--- src/rtl/can_rx_pkg.sv ---
// can_rx_pkg: shared constants and types for the CAN receive buffer.
//   FIFO_DEPTH / MAX_FRAME_BYTES : data FIFO size and per-frame byte limit
//   BASIC_RX_BASE / EXT_RX_BASE  : first host address of the receive window
//   rx_wr_state_t                : write-side state machine encoding
package can_rx_pkg;

    localparam int FIFO_DEPTH      = 64;
    localparam int MAX_FRAME_BYTES = 13;
    localparam int PTR_W           = $clog2(FIFO_DEPTH);

    localparam logic [7:0] BASIC_RX_BASE = 8'd20;
    localparam logic [7:0] EXT_RX_BASE   = 8'd16;

    typedef enum logic [1:0] {
        IDLE   = 2'd0,
        RECV   = 2'd1,
        OVR    = 2'd2,
        COMMIT = 2'd3
    } rx_wr_state_t;

    // First address of the receive window for the selected mode.
    function automatic logic [7:0] rx_window_base(input logic ext);
        return ext ? EXT_RX_BASE : BASIC_RX_BASE;
    endfunction

    // Number of valid offsets in the receive window for the selected mode.
    function automatic logic [7:0] rx_window_len(input logic ext);
        return ext ? 8'd13 : 8'd10;
    endfunction

endpackage

--- src/rtl/can_rx_len_fifo.sv ---
// can_rx_len_fifo: FIFO of committed frame lengths, one entry per frame.
//   clk_i, rst_i  : clock, synchronous active-high reset
//   flush_i       : empties the FIFO (same effect as reset)
//   push_i/data_i : append a frame length
//   pop_i         : drop the head entry
//   head_o        : length of the oldest frame (combinational)
//   full_o/empty_o: occupancy flags
module can_rx_len_fifo
    import can_rx_pkg::*;
#(
    parameter int DEPTH = FIFO_DEPTH,
    parameter int WIDTH = 4
) (
    input  logic             clk_i,
    input  logic             rst_i,
    input  logic             flush_i,
    input  logic             push_i,
    input  logic [WIDTH-1:0] data_i,
    input  logic             pop_i,
    output logic [WIDTH-1:0] head_o,
    output logic             full_o,
    output logic             empty_o
);

    localparam int AW = $clog2(DEPTH);
    localparam logic [AW:0] FULL_CNT = (AW+1)'(DEPTH);
    localparam logic [AW-1:0] IDX_ONE = AW'(1);
    localparam logic [AW:0] CNT_ONE = (AW+1)'(1);

    logic [WIDTH-1:0] mem_q [DEPTH];
    logic [AW-1:0]    wr_idx_q, rd_idx_q;
    logic [AW:0]      count_q;
    logic             do_push, do_pop;

    assign full_o  = (count_q == FULL_CNT);
    assign empty_o = (count_q == '0);
    assign do_push = push_i && !full_o;
    assign do_pop  = pop_i && !empty_o;
    assign head_o  = mem_q[rd_idx_q];

    always_ff @(posedge clk_i) begin
        if (do_push && !rst_i && !flush_i) begin
            mem_q[wr_idx_q] <= data_i;
        end
    end

    always_ff @(posedge clk_i) begin
        if (rst_i || flush_i) begin
            wr_idx_q <= '0;
            rd_idx_q <= '0;
            count_q  <= '0;
        end else begin
            if (do_push) wr_idx_q <= wr_idx_q + IDX_ONE;
            if (do_pop)  rd_idx_q <= rd_idx_q + IDX_ONE;
            case ({do_push, do_pop})
                2'b10:   count_q <= count_q + CNT_ONE;
                2'b01:   count_q <= count_q - CNT_ONE;
                default: count_q <= count_q;
            endcase
        end
    end

endmodule

--- src/rtl/can_rx_buffer.sv ---
// can_rx_buffer: 64-byte circular receive FIFO with a host read window.
//   clk, rst                 : clock, synchronous active-high reset
//   reset_mode               : holds the FIFO flushed while high
//   extended_mode            : window 16..28 (high) or 20..29 (low)
//   wr_en/wr_data            : byte strobe from the bit-stream processor
//   frame_done/frame_abort   : commit / discard the bytes of the current frame
//   addr, rx_data            : host address, registered read data (1 cycle)
//   release_buffer           : frees the oldest committed frame
//   clear_data_overrun       : clears the sticky overrun flag
//   receive_buffer_status    : at least one committed frame present
//   rx_message_counter       : committed frame count
//   data_overrun             : sticky overrun flag
//   fifo_fill                : occupied bytes, committed plus uncommitted
//   wr_state                 : current write-side state (debug observation)
module can_rx_buffer
    import can_rx_pkg::*;
(
    input  logic         clk,
    input  logic         rst,
    input  logic         reset_mode,
    input  logic         extended_mode,
    input  logic         wr_en,
    input  logic [7:0]   wr_data,
    input  logic         frame_done,
    input  logic         frame_abort,
    input  logic [7:0]   addr,
    input  logic         release_buffer,
    input  logic         clear_data_overrun,
    output logic [7:0]   rx_data,
    output logic         receive_buffer_status,
    output logic [6:0]   rx_message_counter,
    output logic         data_overrun,
    output logic [6:0]   fifo_fill,
    output rx_wr_state_t wr_state
);

    // Pointers carry one extra wrap bit so a full FIFO (64) differs from empty.
    localparam logic [PTR_W:0] PTR_ONE  = (PTR_W+1)'(1);
    localparam logic [PTR_W:0] FULL_CNT = (PTR_W+1)'(FIFO_DEPTH);
    localparam logic [3:0]     MAX_LEN  = 4'(MAX_FRAME_BYTES);

    rx_wr_state_t   state_q, state_d;
    logic [PTR_W:0] rd_ptr_q, rd_ptr_d;
    logic [PTR_W:0] cmt_ptr_q, cmt_ptr_d;
    logic [PTR_W:0] wr_ptr_q, wr_ptr_d;
    logic [6:0]     msg_cnt_q, msg_cnt_d;
    logic [3:0]     cur_len_q, cur_len_d;
    logic           ovr_q, ovr_d;
    logic [7:0]     rx_data_q;
    logic [7:0]     mem_q [FIFO_DEPTH];

    logic           store, push_len, do_release, set_ovr;
    logic           len_full, len_empty, fifo_full;
    logic [3:0]     head_len;
    logic [PTR_W:0] fill;
    logic [7:0]     rd_offset;
    logic           rd_valid;
    logic [PTR_W-1:0] rd_idx;

    assign fill      = wr_ptr_q - rd_ptr_q;
    assign fifo_full = (fill == FULL_CNT);

    can_rx_len_fifo #(.DEPTH(FIFO_DEPTH), .WIDTH(4)) u_len_fifo (
        .clk_i   (clk),
        .rst_i   (rst),
        .flush_i (reset_mode),
        .push_i  (push_len),
        .data_i  (cur_len_q),
        .pop_i   (do_release),
        .head_o  (head_len),
        .full_o  (len_full),
        .empty_o (len_empty)
    );

    always_comb begin
        state_d    = state_q;
        cur_len_d  = cur_len_q;
        wr_ptr_d   = wr_ptr_q;
        cmt_ptr_d  = cmt_ptr_q;
        rd_ptr_d   = rd_ptr_q;
        msg_cnt_d  = msg_cnt_q;
        ovr_d      = ovr_q;
        store      = 1'b0;
        push_len   = 1'b0;
        set_ovr    = 1'b0;
        do_release = 1'b0;

        case (state_q)
            IDLE, RECV: begin
                if (frame_abort) begin
                    wr_ptr_d  = cmt_ptr_q;
                    cur_len_d = '0;
                    state_d   = IDLE;
                end else if (frame_done && cur_len_q != '0) begin
                    state_d = COMMIT;
                end else if (wr_en) begin
                    // Fill is taken from registered pointers, so a release in
                    // this same cycle does not rescue the byte.
                    if (fifo_full || len_full) begin
                        set_ovr = 1'b1;
                        state_d = OVR;
                    end else if (cur_len_q < MAX_LEN) begin
                        store     = 1'b1;
                        wr_ptr_d  = wr_ptr_q + PTR_ONE;
                        cur_len_d = cur_len_q + 4'd1;
                        state_d   = RECV;
                    end
                    // Bytes past the frame limit are dropped without overrun.
                end
            end
            OVR: begin
                if (frame_done || frame_abort) begin
                    wr_ptr_d  = cmt_ptr_q;
                    cur_len_d = '0;
                    state_d   = IDLE;
                end
            end
            COMMIT: begin
                // A byte strobed during this single cycle is not stored.
                push_len  = 1'b1;
                cmt_ptr_d = wr_ptr_q;
                cur_len_d = '0;
                state_d   = IDLE;
            end
            default: state_d = IDLE;
        endcase

        if (release_buffer && msg_cnt_q != '0 && !len_empty) begin
            do_release = 1'b1;
            rd_ptr_d   = rd_ptr_q + {3'b000, head_len};
        end

        case ({push_len, do_release})
            2'b10:   msg_cnt_d = msg_cnt_q + 7'd1;
            2'b01:   msg_cnt_d = msg_cnt_q - 7'd1;
            default: msg_cnt_d = msg_cnt_q;
        endcase

        if (set_ovr) begin
            ovr_d = 1'b1;
        end else if (clear_data_overrun) begin
            ovr_d = 1'b0;
        end
    end

    always_ff @(posedge clk) begin
        if (rst || reset_mode) begin
            state_q   <= IDLE;
            rd_ptr_q  <= '0;
            cmt_ptr_q <= '0;
            wr_ptr_q  <= '0;
            msg_cnt_q <= '0;
            cur_len_q <= '0;
            ovr_q     <= 1'b0;
        end else begin
            state_q   <= state_d;
            rd_ptr_q  <= rd_ptr_d;
            cmt_ptr_q <= cmt_ptr_d;
            wr_ptr_q  <= wr_ptr_d;
            msg_cnt_q <= msg_cnt_d;
            cur_len_q <= cur_len_d;
            ovr_q     <= ovr_d;
        end
    end

    // Data RAM write port.
    always_ff @(posedge clk) begin
        if (store && !rst && !reset_mode) begin
            mem_q[wr_ptr_q[PTR_W-1:0]] <= wr_data;
        end
    end

    // Addresses below the base wrap to large offsets and fail the length test.
    assign rd_offset = addr - rx_window_base(extended_mode);
    assign rd_valid  = (msg_cnt_q != '0) && (rd_offset < rx_window_len(extended_mode));
    assign rd_idx    = rd_ptr_q[PTR_W-1:0] + rd_offset[PTR_W-1:0];

    // Registered read port.
    always_ff @(posedge clk) begin
        if (rst || reset_mode) begin
            rx_data_q <= '0;
        end else if (rd_valid) begin
            rx_data_q <= mem_q[rd_idx];
        end else begin
            rx_data_q <= '0;
        end
    end

    assign rx_data               = rx_data_q;
    assign receive_buffer_status = (msg_cnt_q != '0);
    assign rx_message_counter    = msg_cnt_q;
    assign data_overrun          = ovr_q;
    assign fifo_fill             = fill;
    assign wr_state              = state_q;

endmodule

--- config.mk ---
export PLATFORM = sky130hd
export DESIGN_NAME = can_rx_buffer
export DESIGN_NICKNAME = d
export VERILOG_FILES = /design/src/rtl/can_rx_pkg.sv /design/src/rtl/can_rx_len_fifo.sv /design/src/rtl/can_rx_buffer.sv
export SDC_FILE = /design/constraint.sdc
export NUM_CORES = 1
export LEC_CHECK = 0
export ABC_AREA = 1
export CORE_ASPECT_RATIO = 1.4
export CORE_UTILIZATION = 70
export CTS_BUF_LIST = sky130_fd_sc_hd__clkbuf_8
export DETAILED_ROUTE_END_ITERATION = 7
export HOLD_SLACK_MARGIN = 0.06
export PLACE_DENSITY = 0.85
export SYNTH_ARGS = -nofsm -noshare
export SYNTH_HDL_FRONTEND = slang
export SYNTH_SLANG_ARGS = --single-unit
export TNS_END_PERCENT = 50
--- constraint.sdc ---
create_clock -name clk -period 4.57 [get_ports clk]
set_input_delay 0.914 -clock clk [delete_from_list [all_inputs] [get_ports clk]]
set_output_delay 0.914 -clock clk [all_outputs]
set_load 0.03 [all_outputs]
=== Word-level counts from Yosys, hierarchy flattened ===
Memory sizes are Yosys's and may differ from the RTL's. A register that Yosys moved wholly into a read port is not among the register bits.
Index checks and enable logic that the tools add are counted.

* Flip-flop bits (word level): 54
* RAM bits: 768
* Input bits: 25
* Output and inout port bits: 26
* Logic and storage cells: 119
* Memories: 2

{| class="wikitable"
|+ Memories
! name !! words !! bits a word !! rd ports !! clocked after memory_dff !! write ports !! line !! source
|-
| mem_q || 64 || 8 || 1 || 1 || 1 || can_rx_buffer.sv:50 || <nowiki>logic [7:0] mem_q [FIFO_DEPTH];</nowiki>
|-
| u_len_fifo.mem_q || 64 || 4 || 1 || 1 || 1 || can_rx_len_fifo.sv:30 || <nowiki>logic [WIDTH-1:0] mem_q [DEPTH];</nowiki>
|}

* Add/sub/neg operators: 12
* Magnitude comparators: 2
* Equality and inequality tests: 16
* Mux-type cells: 46
* Bitwise logic cells: 1
* Reduce and logical (&&, ||, !) cells: 30

{| class="wikitable"
|+ Operators with widths
! kind !! number
|-
| 7-bit two-way mux || 6
|-
| 7-bit one-hot mux with 2 select lines || 3
|-
| 4-bit two-way mux || 6
|-
| 7-bit by 1-bit adder with 7-bit output, second input constant || 3
|-
| 1-bit two-way mux || 19
|-
| 7-bit equality test, second input constant || 2
|-
| 7-bit by 1-bit subtractor with 7-bit output, second input constant || 2
|-
| 6-bit by 1-bit adder with 6-bit output, second input constant || 2
|-
| 2-bit two-way mux || 6
|-
| 6-bit two-way mux || 2
|-
| 3-bit != test, second input constant || 4
|-
| 4-bit one-hot mux with 3 select lines || 1
|-
| 1-bit logical AND || 10
|-
| 2-bit equality test, second input constant || 4
|-
| 8-bit by 4-bit less-than comparator with 1-bit output || 1
|-
| 2-bit nonzero test || 4
|-
| 8-bit by 5-bit subtractor with 8-bit output || 1
|-
| 7-bit by 4-bit adder with 7-bit output || 1
|-
| 7-bit logical NOT || 1
|-
| 7-bit nonzero test || 1
|-
| 7-bit subtractor || 1
|-
| 6-bit adder || 1
|-
| 2-bit by 1-bit equality test with 1-bit output, second input constant || 3
|-
| 3-bit two-way mux || 2
|-
| other kinds (15) || 21
|}

=== Longest topological paths before layout ===
* Word-level depth: 12
* Mapped depth: 20
* Mapped depth without buffers: 17

=== Hierarchy ===
Synthesis repeated with hierarchy kept, for this count alone.

* Cells, all modules: 3,176
* Area, all modules: 35,325.1 µm²

{| class="wikitable"
|+ By module, submodules not included
! module !! instances !! cells an instance !! area each (µm²) !! seq. area each (µm²)
|-
| can_rx_buffer || 1 || 2,063 || 23,435.0 || 16,235.6
|-
| can_rx_len_fifo || 1 || 1,113 || 11,890.2 || 8,187.9
|}

=== Worst setup path after synthesis ===
Ideal clock, no wire load.

* Kind: register to register
* Start point: reg wr_ptr_q[0]
* End point: mem mem_q[44][0], enable pin
* Library setup time: 383 ps
* Arrival time: 2,949 ps
* Required time: 4,187 ps
* Setup slack: 1,238 ps
* Stages on the path, launching flop included: 17
* Path buffers: 2
* Clock period less this slack: 3,332 ps
* Cells stage by stage: dfxtp_1 > inv_1 > ha_1 > fa_1 > inv_1 > nand3_1 > nand2_1 > nand2_1 > nand2_1 > nor2_1 > nand3_2 > nand3_2 > nor2_2 > inv_2 > buf_6 > buf_6 > nor3_1

* Word-level cells in the longest chain between the ends: 12

{| class="wikitable"
|+ Ends and longest elaborated chain
! element !! line !! source
|-
| from (decl) || can_rx_buffer.sv:45 || <nowiki>logic [PTR_W:0] wr_ptr_q, wr_ptr_d;</nowiki>
|-
| from (signal assigned) || can_rx_buffer.sv:159 || <nowiki>wr_ptr_q <= wr_ptr_d;</nowiki>
|-
| 7-bit subtractor || can_rx_buffer.sv:60 || <nowiki>assign fill = wr_ptr_q - rd_ptr_q;</nowiki>
|-
| via fifo_fill[4] || can_rx_buffer.sv:33 || <nowiki>output logic [6:0] fifo_fill,</nowiki>
|-
| 7-bit equality test || can_rx_buffer.sv:61 || <nowiki>assign fifo_full = (fill == FULL_CNT);</nowiki>
|-
| 1-bit logical OR || can_rx_buffer.sv:99 || <nowiki>if (fifo_full || len_full) begin</nowiki>
|-
| 1-bit two-way mux || can_rx_buffer.sv:99 ||
|-
| 1-bit two-way mux || can_rx_buffer.sv:96 || <nowiki>end else if (wr_en) begin</nowiki>
|-
| 1-bit two-way mux || can_rx_buffer.sv:94 || <nowiki>end else if (frame_done && cur_len_q != '0) begin</nowiki>
|-
| 1-bit two-way mux || can_rx_buffer.sv:90 || <nowiki>if (frame_abort) begin</nowiki>
|-
| 1-bit two-way mux || can_rx_buffer.sv:88 || <nowiki>case (state_q)</nowiki>
|-
| 1-bit logical AND (2 in series) || can_rx_buffer.sv:168 || <nowiki>if (store && !rst && !reset_mode) begin</nowiki>
|-
| 1-bit two-way mux || can_rx_buffer.sv:168 ||
|-
| 1-bit two-way mux (implied by the code) || can_rx_buffer.sv:169 || <nowiki>mem_q[wr_ptr_q[PTR_W-1:0]] <= wr_data;</nowiki>
|-
| to (decl) || can_rx_buffer.sv:50 ||
|}

The timed path passes the listed nets, and every way through them passes these cells.

=== Worst setup path in the final report ===
* Start point: reg wr_ptr_q[0]
* End point: out fifo_fill[6]

* Word-level cells in the longest chain between the ends: 1

{| class="wikitable"
|+ Ends and longest elaborated chain
! element !! line
|-
| 7-bit subtractor || can_rx_buffer.sv:60
|-
| to (decl) || can_rx_buffer.sv:33
|}

No other way between the ends.

==> flow_summary.toml <==
[detailed_routing]
routedWlPerCell_um = 23.5
viasPerCell = 6.58
dr.pass1.iters = 6
ant_nets = 0
via_count = 25400
drc = 0
first_iter_violations = 3402
postRouteWirelength_mm = 90.8

[setup_path]
crit_type = "reg -> out"
cp-end-kind = "output pin"
critPathLaunchType = "flip-flop"
critical_path.max_fanout = 8
cp.arrival_ns = 3.15
critical_path_required_ns = 3.66

[synth]
yosysWarningCount = 0
synth_cell_types = 40
yosys.area.top_type = "edfxtp_1"
syn-num-nets = 3092
synthTopCellsByArea = "edfxtp_1 (66%), nor2_1 (6.5%), o21ai_0 (6.4%)"
syn_area_um2 = 35000
synth_top_area_frac = 0.660
ys_seq_elements = 836
avgSynthCellArea_um2 = 11.6
netlist_instances = 3026
yosysSeqAreaShare = 0.699

[final_layout]
drive_gt1_frac = 0.0977
final_common_cell = "edfxtp_1"
most-common-layout-cells = "edfxtp_1 (768), nor2_1 (604), o21ai_0 (448), nand2_1 (257), nand3_1 (154)"
nets = 3192
area_growth_pct = 11.0

[power]
clkPwrFrac = 0.381
seqPwrFrac = 0.552
switchingPower_mw = 3.56
netSwitchingFraction = 0.235
powerDensity_nw_per_um2 = 391
ir_drop_uv = 373
intPower_mw = 11.6
pwr-share-comb = 0.067
leakage_nw = 13.3

[min_path]
worstHoldPathType = "reg -> reg"

[sta]
finClkSkew_ns = 0.0426
layout_min_cycle_time_ns = 4.06
tns_ns = 0
fin_crit_sh = 0.889
hold_viol_final = 0
worst_slew_pin_slew_ns = 1.06
rsz0062_at_grt = "false"
whs_ns = 0.470
setup_viol = 0
setup_ws_ns = 0.509
report.final.slew_viol_count = 0
maxSlewHeadroom = 0.291
fmax_ghz = 0.246

[placed_design]
dpl.hpwl_mm = 55.6
dp_worst_setup_slack_ns = 0.338
place_congestion = 0.933
port_buffers = 50

[grt]
grt_pass1_vias = 25500
overflow = 0
grt_usage = 0.365
antenna_found_initial = 1
grt_max_degree = 100
grt_first_pass_wirelength_mm = 139

[cts]
clk_pin_slew_ns = 0.07
tritoncts = "done"
cts_hold_buf = 0
h-tree-depth = 3
root_buffer = "clkbuf_8"
clockBufferDepth = 3
cts_setup_buffers = 0
cts_sinks = 836
cts_resized = 0
clkLatencyLatePin_ns = 0.76
cts_made_buffers = 115

[floorplanning]
coreArea_um2 = 49100
row_count = 96
dieArea_um2 = 50900
die_h_um = 266
start_util = 0.712
floorplan.die.width_um = 191
io-pin-count = 51

[run]
cap_violations = 0

[run_status]
status = "finished, final reports clean"
flip-flops by register name, indices dropped and copies added, names as in the netlist, named ones only:
register	cells
cmt_ptr_q	7
cur_len_q	4
data_overrun	1
mem_q	512
rd_ptr_q	7
rx_data	8
rx_message_counter	7
u_len_fifo.count_q	7
u_len_fifo.mem_q	256
u_len_fifo.rd_idx_q	6
u_len_fifo.wr_idx_q	6
wr_ptr_q	7
wr_state	2
synthesized netlist by cell type:
| library cell | count |
|---|---|
| clkinv_1 | 3 |
| inv_2 | 7 |
| xor2_1 | 13 |
| nand3_2 | 3 |
| o221ai_1 | 13 |
| nand3b_1 | 1 |
| o21ai_0 | 448 |
| nor2_2 | 3 |
| buf_1 | 15 |
| nor2_1 | 604 |
| o21ai_1 | 22 |
| nand2_1 | 257 |
| fa_1 | 5 |
| o31ai_1 | 1 |
| a31oi_1 | 1 |
| a211oi_1 | 1 |
| a21oi_1 | 73 |
| clkbuf_1 | 110 |
| ha_1 | 36 |
| buf_2 | 42 |
| inv_1 | 102 |
| dfxtp_1 | 68 |
| mux2i_1 | 2 |
| nor3b_1 | 1 |
| nand3_1 | 154 |
| xor2_2 | 1 |
| edfxtp_1 | 768 |
| o22ai_1 | 116 |
| xnor2_1 | 9 |
| buf_4 | 2 |
| nor3_2 | 1 |
| nor3_1 | 57 |
| nand4_2 | 7 |
| a31oi_4 | 1 |
| nand2_2 | 2 |
| nand4_1 | 9 |
| and2_1 | 1 |
| or2_2 | 2 |
| o211ai_1 | 60 |
| buf_6 | 5 |
critical path: stages (launching register included):
cell	delay, ns
dfxtp_1	0.44
inv_1	0.18
ha_1	0.24
fa_1	0.39
inv_1	0.13
nand2_1	0.09
nand3_1	0.08
nand2_1	0.07
nand2_2	0.09
clkdlybuf4s50_1	0.68
cells by family after synthesis:
| logic type | count (synthesis) | synth area share |
|---|---|---|
| AND/OR/NAND/NOR | 1102 | 0.130 |
| flip-flops | 836 | 0.699 |
| AO/OA/AOI/OAI | 736 | 0.116 |
| buffers and inverters | 286 | 0.0335 |
| adder cells (fa/ha/maj) | 41 | 0.0157 |
| XOR/XNOR | 23 | 0.00598 |
| multiplexers | 2 | 0.000573 |
power groups by stage:
stage	clock network, mW	logic, mW	registers [mW]
finish	5.78	1.01	8.38
global route	6.09	1.07	8.37
CTS	5.79	0.982	8.38
detailed placement	0	0.969	8.54
global placement	0	0.937	8.54
floorplan	0	0.549	8.56
layout make-up:
class | count | area, um2
sequential | 836 | 24400
fill | 2623 | 10300
multi-input combinational | 1904 | 9410
clock buffer | 131 | 1800
timing repair buffer | 157 | 1400
tap | 637 | 797
clock inverter | 83 | 532
inverter | 112 | 425
antenna | 1 | 2.50
final timing paths:
path                         start               endpoint  slack [ns]  cells after the start
max                    wr_ptr_q[0]           fifo_fill[6]        0.51                      9
min                   data_overrun           data_overrun        0.47                      2
max reg2reg  rx_message_counter[1]  u_len_fifo.count_q[5]        0.79                     14
min reg2reg           data_overrun           data_overrun        0.47                      2
metal layers:
layer / vias to the layer above / part of all wire / track usage
li1: 11100 / - / -
met1: 12100 / 0.33 / 0.416
met2: 1774 / 0.51 / 0.618
met3: 412 / 0.094 / 0.0665
met4: 0 / 0.073 / 0.261
met5: - / 0 / 0
through the flow:
stage | instance area [um2] | util | power [mW] | instances
finish | 38800 | 0.790 | 15.2 | 3861
global placement | 36500 | 0.742 | 9.48 | 3646
detailed placement | 36500 | 0.742 | 9.51 | 3646
floorplan | 35000 | - | 9.11 | 3026
global route | 38800 | 0.790 | 15.5 | 3861
CTS | 38800 | 0.790 | 15.2 | 3860
(Power assumes the default switching activity.)
